<file path="src/rtl/inst_queue_pkg.sv">
// inst_queue_pkg: shared packet widths and queue entry layout for the IF->ID instruction queue
package inst_queue_pkg;
  localparam int EXCE_W = 16;
  typedef struct packed {
    logic [31:0]       pc;
    logic [31:0]       inst;
    logic              inslot;
    logic [EXCE_W-1:0] excs;
    logic              has_exc;
  } iq_entry_t;
  localparam int IQ_ENTRY_W = $bits(iq_entry_t);
endpackage

</file>
<file path="src/rtl/iq_ram.sv">
// iq_ram: DEPTH x IQ_ENTRY_W register array, async clear, one write port, one async read port
module iq_ram
  import inst_queue_pkg::*;
#(
  parameter int DEPTH = 4,
  parameter int PTR_W = 2
) (
  input  logic                  clk,
  input  logic                  rst_n,
  input  logic                  we,
  input  logic [PTR_W-1:0]      waddr,
  input  logic [IQ_ENTRY_W-1:0] wdata,
  input  logic [PTR_W-1:0]      raddr,
  output logic [IQ_ENTRY_W-1:0] rdata
);
  logic [IQ_ENTRY_W-1:0] mem [DEPTH];
  // entries clear on reset so the head reads zero until the first fetch lands
  always_ff @(posedge clk or negedge rst_n) begin
    if (!rst_n) mem <= '{default: '0};
    else if (we) mem[waddr] <= wdata;
  end
  assign rdata = mem[raddr];
endmodule

</file>
<file path="src/rtl/inst_queue.sv">
// inst_queue: decoupling FIFO between fetch and decode, flushed on redirects
module inst_queue
  import inst_queue_pkg::*;
#(
  parameter int DEPTH = 4,
  parameter int PTR_W = 2
) (
  input  logic              clk,
  input  logic              rst_n,
  input  logic              flush_i,
  input  logic              in_valid_i,
  input  logic [31:0]       in_pc_i,
  input  logic [31:0]       in_inst_i,
  input  logic              in_inslot_i,
  input  logic [EXCE_W-1:0] in_excs_i,
  input  logic              in_has_exc_i,
  output logic              in_ready_o,
  output logic              out_valid_o,
  input  logic              out_ready_i,
  output logic [31:0]       out_pc_o,
  output logic [31:0]       out_inst_o,
  output logic              out_inslot_o,
  output logic [EXCE_W-1:0] out_excs_o,
  output logic              out_has_exc_o,
  output logic [PTR_W:0]    count_o
);
  logic [PTR_W-1:0] wr_ptr, rd_ptr;
  logic [PTR_W:0]   count;
  logic             push, pop;
  iq_entry_t        wr_entry, rd_entry;

  // no push-through when full: ready depends only on the registered count
  assign in_ready_o  = (count != (PTR_W+1)'(DEPTH)) & !flush_i;
  assign out_valid_o = (count != '0) & !flush_i;
  assign push        = in_valid_i & in_ready_o;
  assign pop         = out_valid_o & out_ready_i;
  assign count_o     = count;
  assign wr_entry    = '{pc: in_pc_i, inst: in_inst_i, inslot: in_inslot_i,
                         excs: in_excs_i, has_exc: in_has_exc_i};

  assign out_pc_o      = rd_entry.pc;
  assign out_inst_o    = rd_entry.inst;
  assign out_inslot_o  = rd_entry.inslot;
  assign out_excs_o    = rd_entry.excs;
  assign out_has_exc_o = rd_entry.has_exc;

  iq_ram #(.DEPTH(DEPTH), .PTR_W(PTR_W)) u_ram (
    .clk   (clk),
    .rst_n (rst_n),
    .we    (push),
    .waddr (wr_ptr),
    .wdata (wr_entry),
    .raddr (rd_ptr),
    .rdata (rd_entry)
  );

  // pointers wrap naturally; flush empties the queue and drops same-cycle push/pop
  always_ff @(posedge clk or negedge rst_n) begin
    if (!rst_n) begin
      wr_ptr <= '0;
      rd_ptr <= '0;
      count  <= '0;
    end else if (flush_i) begin
      wr_ptr <= '0;
      rd_ptr <= '0;
      count  <= '0;
    end else begin
      wr_ptr <= wr_ptr + PTR_W'(push);
      rd_ptr <= rd_ptr + PTR_W'(pop);
      count  <= count + (PTR_W+1)'(push) - (PTR_W+1)'(pop);
    end
  end
endmodule
</file>
<file path="config.mk">
export PLATFORM = sky130hd
export DESIGN_NAME = inst_queue
export DESIGN_NICKNAME = d
export VERILOG_FILES = /design/src/rtl/inst_queue_pkg.sv /design/src/rtl/iq_ram.sv /design/src/rtl/inst_queue.sv
export SDC_FILE = /design/constraint.sdc
export NUM_CORES = 1
export LEC_CHECK = 0
export BUFFER_PORTS_ARGS = -buffer_cell sky130_fd_sc_hd__buf_2
export CORE_AREA = 2 2 167 169
export DETAILED_ROUTE_END_ITERATION = 7
export DIE_AREA = 0 0 169 171
export PLACE_DENSITY = 0.75
export SETUP_SLACK_MARGIN = 0.1
export SLEW_MARGIN = 25
export SYNTH_ARGS = -nofsm -noshare
export SYNTH_HDL_FRONTEND = slang
export SYNTH_HIERARCHICAL = 1
export SYNTH_SLANG_ARGS = --single-unit
</file>
<file path="constraint.sdc">
create_clock -name clk -period 2.75 [get_ports clk]
set_input_delay 0.275 -clock clk [delete_from_list [all_inputs] [get_ports clk]]
set_output_delay 0.275 -clock clk [all_outputs]
set_load 0.1 [all_outputs]
</file>
* After elaboration in Yosys (flattened, before gate mapping)
Index checks and enable logic that the tools add are counted.
Word-level totals: word-level logic and storage cells 33, input port bits 87, output and inout bits 87, bits in registers 335
Operators by class: add/subtract/negate cells 4, multiplexer cells 9, equal/unequal tests 1, bitwise operators 6, order comparisons 3, reductions and logical operators 3
Operators with widths (number):
- bitwise mux 328 bit | 1
- 2-to-1 mux 82 bit | 3
- binary-select mux 82 bit (select 2 bit) | 1
- demux 82 bit (select 2 bit) | 1
- >= comparator 3 bit (second input constant) | 2
- inverter 2 -> 3 bit | 2
- adder 2 x 1 -> 2 bit | 2
- bitwise AND 1 bit | 4
- 2-to-1 mux 2 bit | 2
- adder 3 x 1 -> 3 bit | 1
- < comparator 3 x 1 -> 1 bit (second input constant) | 1
- 2-to-1 mux 3 bit | 1
- != test 3 bit (second input constant) | 1
- nonzero test 3 bit | 1
- subtractor 3 x 1 -> 3 bit | 1
- logical AND 1 bit | 1
- logical NOT 1 bit | 1

* Longest topological paths before layout
Gate-level depths: netlist of the first run.
depth in word-level cells 6, gate-level depth with buffers 8, gate-level depth less buffers 8

* By module
Netlist of the first run, hierarchy kept.
By module, submodules not included:
- iq_ram | cells an instance 795, seq. area each 8207.9 sq um, times used 1, area an instance 14297.5 sq um
- inst_queue | cells an instance 37, seq. area each 175.2 sq um, times used 1, area an instance 382.9 sq um

* Least setup slack after synthesis of the first run
OpenSTA, ideal clock, no wires.
path type flip-flop to flip-flop, from reg count[1], in the netlist count_o[1], to reg u_ram/mem[246] (netlist bit), required time 2.625 ns, path slack -1.317 ns, buffers on the path 2, period minus slack after synthesis 4.067 ns, stages on the path, launching flop included 8, arrival time 3.942 ns, library setup time 0.125 ns, cell sequence dfrtp_1 > nor2_1 > a21oi_1 > and2_1 > nor3b_2 > buf_4 > buf_6 > mux2_2
On the way: longest elaborated chain between the ends 3
Ends and longest elaborated chain:
- start: declaration | RTL line inst_queue.sv:28 | logic [PTR_W:0] count;
- start signal: assignment | RTL line inst_queue.sv:70 | count <= count + (PTR_W+1)'(push) - (PTR_W+1)'(pop);
- != test 3 bit | RTL line inst_queue.sv:33 | assign in_ready_o = (count != (PTR_W+1)'(DEPTH)) & !flush_i;
- bitwise AND 1 bit | RTL line inst_queue.sv:33
- net in_ready_o | RTL line inst_queue.sv:17 | output logic in_ready_o,
- bitwise AND 1 bit | RTL line inst_queue.sv:35 | assign push = in_valid_i & in_ready_o;
- net push | RTL line inst_queue.sv:29 | logic push, pop;
- end signal: indexed assignment | RTL line iq_ram.sv:20 | else if (we) mem[waddr] <= wdata;
- end: declaration | RTL line iq_ram.sv:16 | logic [IQ_ENTRY_W-1:0] mem [DEPTH];
The timed path passes the listed nets, and every way through them passes these cells. A chain may end at the register's enable or synchronous reset.

* Worst setup path in the final report of the first run
from reg rd_ptr[0], to out out_inst_o[8]
On the way: longest elaborated chain between the ends 4
Ends and longest elaborated chain:
- start: declaration | RTL line inst_queue.sv:27 | logic [PTR_W-1:0] wr_ptr, rd_ptr;
- start signal: assignment | RTL line inst_queue.sv:69 | rd_ptr <= rd_ptr + PTR_W'(pop);
- inverter 2 -> 3 bit (implied by the code) | RTL line iq_ram.sv:22 | assign rdata = mem[raddr];
- binary-select mux 82 bit (select 2 bit) | RTL line iq_ram.sv:22
- 2-to-1 mux 82 bit (implied by the code) (2 in a row) | RTL line iq_ram.sv:22
- end: declaration | RTL line inst_queue.sv:21 | output logic [31:0] out_inst_o,
Every way passes these cells. The select of a mux whose other input is x is not followed.

==> results.toml, run 1 <==
[detailed_routing]
vias = 7840
vias_per_cell = 5.69
first_iter_violations = 418
first_pass_iters = 4
drt-total-wl_mm = 28.6
avgRoutedWirePerCell_microns = 20.8
drc_errors = 0
ant_nets = 0

[placed_design]
gp_congestion = 0.756
placed_cell_area_sq_mm = 0.0159
portBuffers = 173
post-dp-hpwl_mm = 17.3

[clocking]
clk-insertion-delay-late_ns = 0.50
cts_max_level = 2
ctsRootBufferMaster = "clkbuf_16"
cts_buffers = 37
cts_resized = 0
clock_path_buffers = 3
clk_pin_slew_ns = 0.06
cts_tree = "yes"
clock-sinks = 335

[worst_setup_path]
crit_path_cell_trace = "buf_12, mux4_2, buf_2"
regToRegEndpoint = "count_o[2]"
worst_setup_path_end_kind = "output port"
startpoint = "rd_ptr[0]"
cpPeakStageDelay_ns = 0.58
r2r_slack_ns = 0.42
crit_type = "flop to output port"
crit_fanout = 42
timing.rr.start = "count_o[1]"
startpoint_type = "flop"
cp.arrival_ns = 2.18
slowest_stage = "mux4_2"
reg2reg_depth = 8
worstSetupEndpoint = "out_inst_o[8]"
cp.required_ns = 2.48

[status]
outcome = "complete, no violations"

[floorplanning]
die_w_microns = 169
ios = 174
die_area_sq_mm = 0.0289
initial_utilization = 0.537
rows = 61
fp.coreArea_sq_mm = 0.0273
dieHeight_microns = 171

[timing]
fmax_mhz = 407
clock_skew_ns = 0.0141
finalSetupViolations = 0
layout_worst_path_cycle_share = 0.894
relSlewSlack = 0.610
worst_slew_pin_slew_ns = 0.585
whs_ns = 0.0436
hold_violations = 0
fin_setup_tns_ns = 0
rsz0062_at_grt = "false"
min_period_ns = 2.46
drv_slew = 0

[global_route]
grt_antenna_before_repair = 1
grt_start_max_net_pins = 74
grt_pass1_vias = 8569
grt_overflow = 0
grt_util_all_layers = 0.206
grt_pass1_wl_mm = 46.7

[yosys]
yosys_warnings = 6
synth.top_cell.area_share = 0.571
synthCells = 832
yosys-top-cells-area = "dfrtp_1 (57%), mux2_2 (25%), mux4_2 (13%), buf_6 (1.8%), clkbuf_8 (0.75%)"
ys_ff_latch = 335
synth.avg_cell_area_sq_um = 17.6
synthFlopType = "dfrtp_1"
synth_edf_count = 0
synth_area_sq_mm = 0.0147
synth_common_cells = "dfrtp_1 (335), mux2_2 (328), mux4_2 (82)"
async_flop_share = 1.00
synth_area_leader_cell = "dfrtp_1"
seq_area_frac_synth = 0.571
syn-num-nets = 922
synth_cell_types = 26
synth_most_common_cell = "dfrtp_1"

[final_layout]
postLayoutCellArea_sq_mm = 0.0170
regArea_sq_mm = 0.00840
syn2layout_area_growth_pct = 15.9
multi_input_area_sq_mm = 0.00580
diodes = 0
drive_gt1_frac = 0.643
finalNetCount = 1101
n_fill_cell = 2047

[job]
maxCapViolCount = 0

[hold_path]
worst_hold_path_type = "primary input to flop"
==> registers in the layout (all words and copies together) (netlist names) <==
signal     cells
wr_ptr         2
u_ram/mem    328
rd_ptr         2
count_o        3
==> area by class of cell <==
| class | instances | area share |
|---|---|---|
| Timing Repair Buffer | 194 | 0.0719 |
| Sequential cell | 335 | 0.494 |
| Clock buffer | 52 | 0.0624 |
| Clock inverter | 8 | 0.00529 |
| Tap cell | 346 | 0.0254 |
| Multi-Input combinational cell | 442 | 0.341 |
| Inverter | 1 | 0.000221 |
==> worst min-delay path by stage <==
stage | endpoint | slack [ns] | start | depth (start not counted)
detailed placement | u_ram/mem[151] | 0.30 | rst_n | 1
global placement | u_ram/mem[151] | 0.30 | rst_n | 1
CTS | u_ram/mem[316] | 0.02 | in_pc_i[20] | 2
floorplan | count_o[2] | -0.02 | rst_n | 0
finish | u_ram/mem[316] | 0.04 | in_pc_i[20] | 2
global route | u_ram/mem[48] | 0.03 | in_inst_i[30] | 2
==> stage by stage <==
step / utilization / worst slack [ns] / instances
final: 0.623 / 0.292 / 1378
after global routing: 0.623 / 0.194 / 1378
after CTS: 0.623 / 0.226 / 1378
after detailed placement: 0.580 / 0.405 / 1317
after global placement: 0.580 / 0.566 / 1317
after floorplan: - / 0.108 / 832
==> worst max-delay path: cells and delay by family, from the launching register on <==
family                 cells  cell delay, ns
buffers and inverters      2            0.65
multiplexers               1            0.58
flip-flops                 1            0.44
==> logic make-up (layout without fill, tap and decap cells) <==
| family | after synthesis | in the layout | share of synthesized area |
|---|---|---|---|
| compound gates | 5 | 5 | 0.00273 |
| xor+xnor | 5 | 5 | 0.00298 |
| fa+ha+maj | 3 | 3 | 0.00307 |
| buf+inv | 55 | 255 | 0.0354 |
| flops | 335 | 335 | 0.571 |
| mux | 410 | 410 | 0.377 |
| simple gates | 19 | 19 | 0.00741 |
==> timing repair <==
item	CTS	global route
setup buffers	0	0
endpoints found under the hold margin	67	0
hold buffers	1	0
setup endpoints to repair	0	0
==> routing by layer <==
metal  GRT usage  routed length, microns  vias to the layer above
li1            -                       -                     3475
met1       0.274                   12300                     4170
met2       0.344                   14200                      155
met3      0.0541                    1600                       38
met4      0.0476                     488                        2
met5           0                      13                        -
==> cells in the final DEF (no fill, tap or decap) <==
master         instances
dfrtp_2                1
dlygate4sd3_1          1
clkinv_2               6
nor2_1                 8
mux4_2                82
a2111oi_1              1
ha_1                   2
nand3_4                1
o31ai_1                1
nor2b_1                4
buf_12                15
and2_1                 1
dfrtp_4                4
xnor2_1                2
nand3b_1               2
buf_2                172
o311ai_1               1
a2111oi_0              1
dfrtp_1              330
xor2_1                 3
clkbuf_1               7
clkbuf_16             37
buf_4                  5
a21oi_4                1
mux2_2               328
fa_1                   1
bufinv_16              2
inv_1                  1
clkbuf_8               8
nor3_1                 2
buf_8                  1
nor3b_4                1
Power of run 1 is left out: the tool's default activity adds up to more than one toggle a clock period on the data nets, which glitch-free logic cannot reach.
==> run 2, diff against run 1 <==
--- a/config.mk
+++ b/config.mk
@@ -5,10 +5,11 @@
 export SDC_FILE = /design/constraint.sdc
 export NUM_CORES = 1
 export LEC_CHECK = 0
+export ABC_AREA = 1
 export BUFFER_PORTS_ARGS = -buffer_cell sky130_fd_sc_hd__buf_2
-export CORE_AREA = 2 2 167 169
+export CORE_AREA = 2 2 181 183
 export DETAILED_ROUTE_END_ITERATION = 7
-export DIE_AREA = 0 0 169 171
+export DIE_AREA = 0 0 183 185
 export PLACE_DENSITY = 0.75
 export SETUP_SLACK_MARGIN = 0.1
 export SLEW_MARGIN = 25
==> run 2 against run 1 <==
Effect of this change: critical path depth is 2 higher; worst hold slack worse by 0.026 ns; synthesized area is 18% higher; setup slack worse by 0.13 ns; first-iteration DRC count grew to 3.8 times the previous value; sequential cell count stayed put; critical path type unchanged.
==> results.toml, run 2 <==
[floorplanning]
dieHeight_microns = 185
initial_utilization = 0.542
rows = 66
die_area_sq_mm = 0.0339
ios = 174
die_w_microns = 183
fp.coreArea_sq_mm = 0.0320

[final_layout]
finalNetCount = 2607
syn2layout_area_growth_pct = 21.1
layout_commonest_cell = "nand2_1"
largest_reg_flops = 328
drive_gt1_frac = 0.115
largest_register = "u_ram/mem"
fin_cells = 2957
most-common-layout-cells = "nand2_1 (990), inv_1 (417), dfrtp_1 (328), nand3_1 (246), nand4_1 (165)"
n_fill_cell = 2689

[timing]
worst_slew_pin_slew_ns = 0.854
drv_slew = 0
min_period_ns = 2.59
relSlewSlack = 0.431
rsz0062_at_grt = "false"
fin_setup_tns_ns = 0
fmax_mhz = 387
hold_violations = 0
layout_worst_path_cycle_share = 0.941
finalSetupViolations = 0
clock_skew_ns = 0.0110

[hold_path]
worst_hold_path_type = "primary input to flop"

[yosys]
yosys_warnings = 6
synth_common_cells = "nand2_1 (991), inv_1 (421), dfrtp_1 (335)"
synth_edf_count = 0
syn-num-nets = 2524
synth.avg_cell_area_sq_um = 7.14
yosys-top-cells-area = "dfrtp_1 (48%), nand2_1 (21%), inv_1 (9.1%), nand3_1 (7.1%), nand4_1 (5.9%)"
synthCells = 2434
synth_area_leader_cell = "dfrtp_1"
synthFlopType = "dfrtp_1"
synth_cell_types = 23
seq_area_frac_synth = 0.482
synth.top_cell.area_share = 0.482
synth_most_common_cell = "nand2_1"
ys_ff_latch = 335
async_flop_share = 1.00
synth_area_sq_mm = 0.0174

[clocking]
clk_pin_slew_ns = 0.06
ctsRootBufferMaster = "clkbuf_16"
clock-sinks = 335
clk-insertion-delay-late_ns = 0.52
cts_buffers = 38
postCtsSetupBuffers = 0
clock_path_buffers = 3
cts_max_level = 2
cts_tree = "yes"

[detailed_routing]
ant_nets = 0
drt-total-wl_mm = 48.5
drc_errors = 0
first_iter_violations = 1570
vias_per_cell = 5.38
first_pass_iters = 6
avgRoutedWirePerCell_microns = 16.4
vias = 15918

[power]
p_comb_frac = 0.553
p_seq_frac = 0.263
pwr-share-clk = 0.184
intPower_w = 0.0144
powerDensity_mw_per_mm2 = 1320
switchingPower_w = 0.0134
sw_frac_of_total = 0.482
vdd_drop_max_mv = 1.44
leakagePower_nw = 11.7

[worst_setup_path]
slowest_stage = "buf_12"
crit_type = "flop to output port"
worst_setup_path_end_kind = "output port"
cp.required_ns = 2.48
r2r_slack_ns = 0.49
crit_path_cell_trace = "buf_12, nand2_1, nand3_1, nand2_1, buf_12"
crit_fanout = 166
startpoint_type = "flop"
cp.arrival_ns = 2.31
cpPeakStageDelay_ns = 0.58

[global_route]
grt_pass1_vias = 15985
grt_start_max_net_pins = 167
grt_pass1_wl_mm = 80.6
grt_util_all_layers = 0.295
grt_antenna_before_repair = 6
grt_overflow = 0

[placed_design]
gp_congestion = 0.835
portBuffers = 173
post-place-cells = 2884
post-dp-hpwl_mm = 26.3

[job]
maxCapViolCount = 0

[status]
outcome = "complete, no violations"
[run 2: cell types whose count changed after synthesis, sizes merged, moves of 117 or more]
cell,previous run,this run
nand3,1,249
inv,1,423
nand2,0,992
mux2,328,0
buf,45,162
nand4,0,165
[run 2: power by group through the flow]
stage          clock network (W)  logic (W)  registers, W
6_report                 0.00510     0.0153       0.00728
5_1_grt                  0.00538     0.0163       0.00747
3_3_place_gp                   0     0.0151       0.00726
3_5_place_dp                   0     0.0153       0.00733
4_1_cts                  0.00517     0.0154       0.00726
2_1_floorplan                  0     0.0101       0.00721
[run 2: per-stage QoR]
| step | hold WS, ns | util | setup slack (ns) | total power (W) | area (sq um) |
|---|---|---|---|---|---|
| after floorplan | -0.0206 | - | 0.162 | 0.0173 | 17400 |
| after global placement | 0.307 | 0.617 | 0.598 | 0.0224 | 19800 |
| after detailed placement | 0.307 | 0.617 | 0.505 | 0.0226 | 19800 |
| after CTS | 0.00241 | 0.657 | 0.234 | 0.0278 | 21000 |
| after global routing | 0.0211 | 0.657 | 0.120 | 0.0292 | 21000 |
| final | 0.0174 | 0.657 | 0.163 | 0.0277 | 21100 |
[run 2: cells by family after synthesis]
kind of cell | after synthesis | share of synthesized area
DFF | 335 | 0.482
and+or+nand+nor | 1415 | 0.348
buffers and inverters | 592 | 0.140
AOI/OAI and AO/OA | 85 | 0.0251
xor gates and xnor gates | 4 | 0.00202
adders and majority gates | 3 | 0.00259
[run 2: worst max-delay path: cells and delay by family (launching register included)]
family,cells,cell delay [ns]
and+or+nand+nor,3,0.40
DFF,1,0.44
buffers and inverters,2,0.79
[run 2: final cells by class]
class	instances	area [sq um]	share of cell area
Antenna cell	5	12.5	0.000594
Clock buffer	57	1150	0.0548
Clock inverter	10	108	0.00511
Inverter	423	1600	0.0758
Multi-Input combinational cell	1507	6620	0.315
Sequential cell	335	8400	0.399
Tap cell	408	510	0.0242
Timing Repair Buffer	212	2640	0.126
[run 2: final timing paths]
| path | from | cells after the start | endpoint |
|---|---|---|---|
| min in group asynchronous | rst_n | 2 | u_ram/mem[90] |
| hold reg to reg | u_ram/mem[147] | 2 | u_ram/mem[147] |
| setup / recovery | rd_ptr[0] | 5 | out_pc_o[10] |
| hold / removal | in_inst_i[4] | 3 | u_ram/mem[22] |
| max in group asynchronous | rst_n | 3 | u_ram/mem[291] |
| setup reg to reg | count_o[1] | 7 | u_ram/mem[80] |
[run 2: routing by layer]
layer | part of all wire | vias up | wire [microns] | track usage
met1 | 0.42 | 7566 | 20100 | 0.387
li1 | - | 7619 | - | -
met4 | 0.031 | 2 | 1490 | 0.123
met3 | 0.070 | 109 | 3390 | 0.0409
met5 | 0.00027 | - | 13 | 0
met2 | 0.48 | 622 | 23500 | 0.495
[run 2: timing repair]
item,in CTS,in global routing
gates resized for setup,0,0
endpoints found under the hold margin,72,0
hold buffers,1,0
setup endpoints to repair,0,0
No activity file was read; power rests on OpenSTA's default activity.
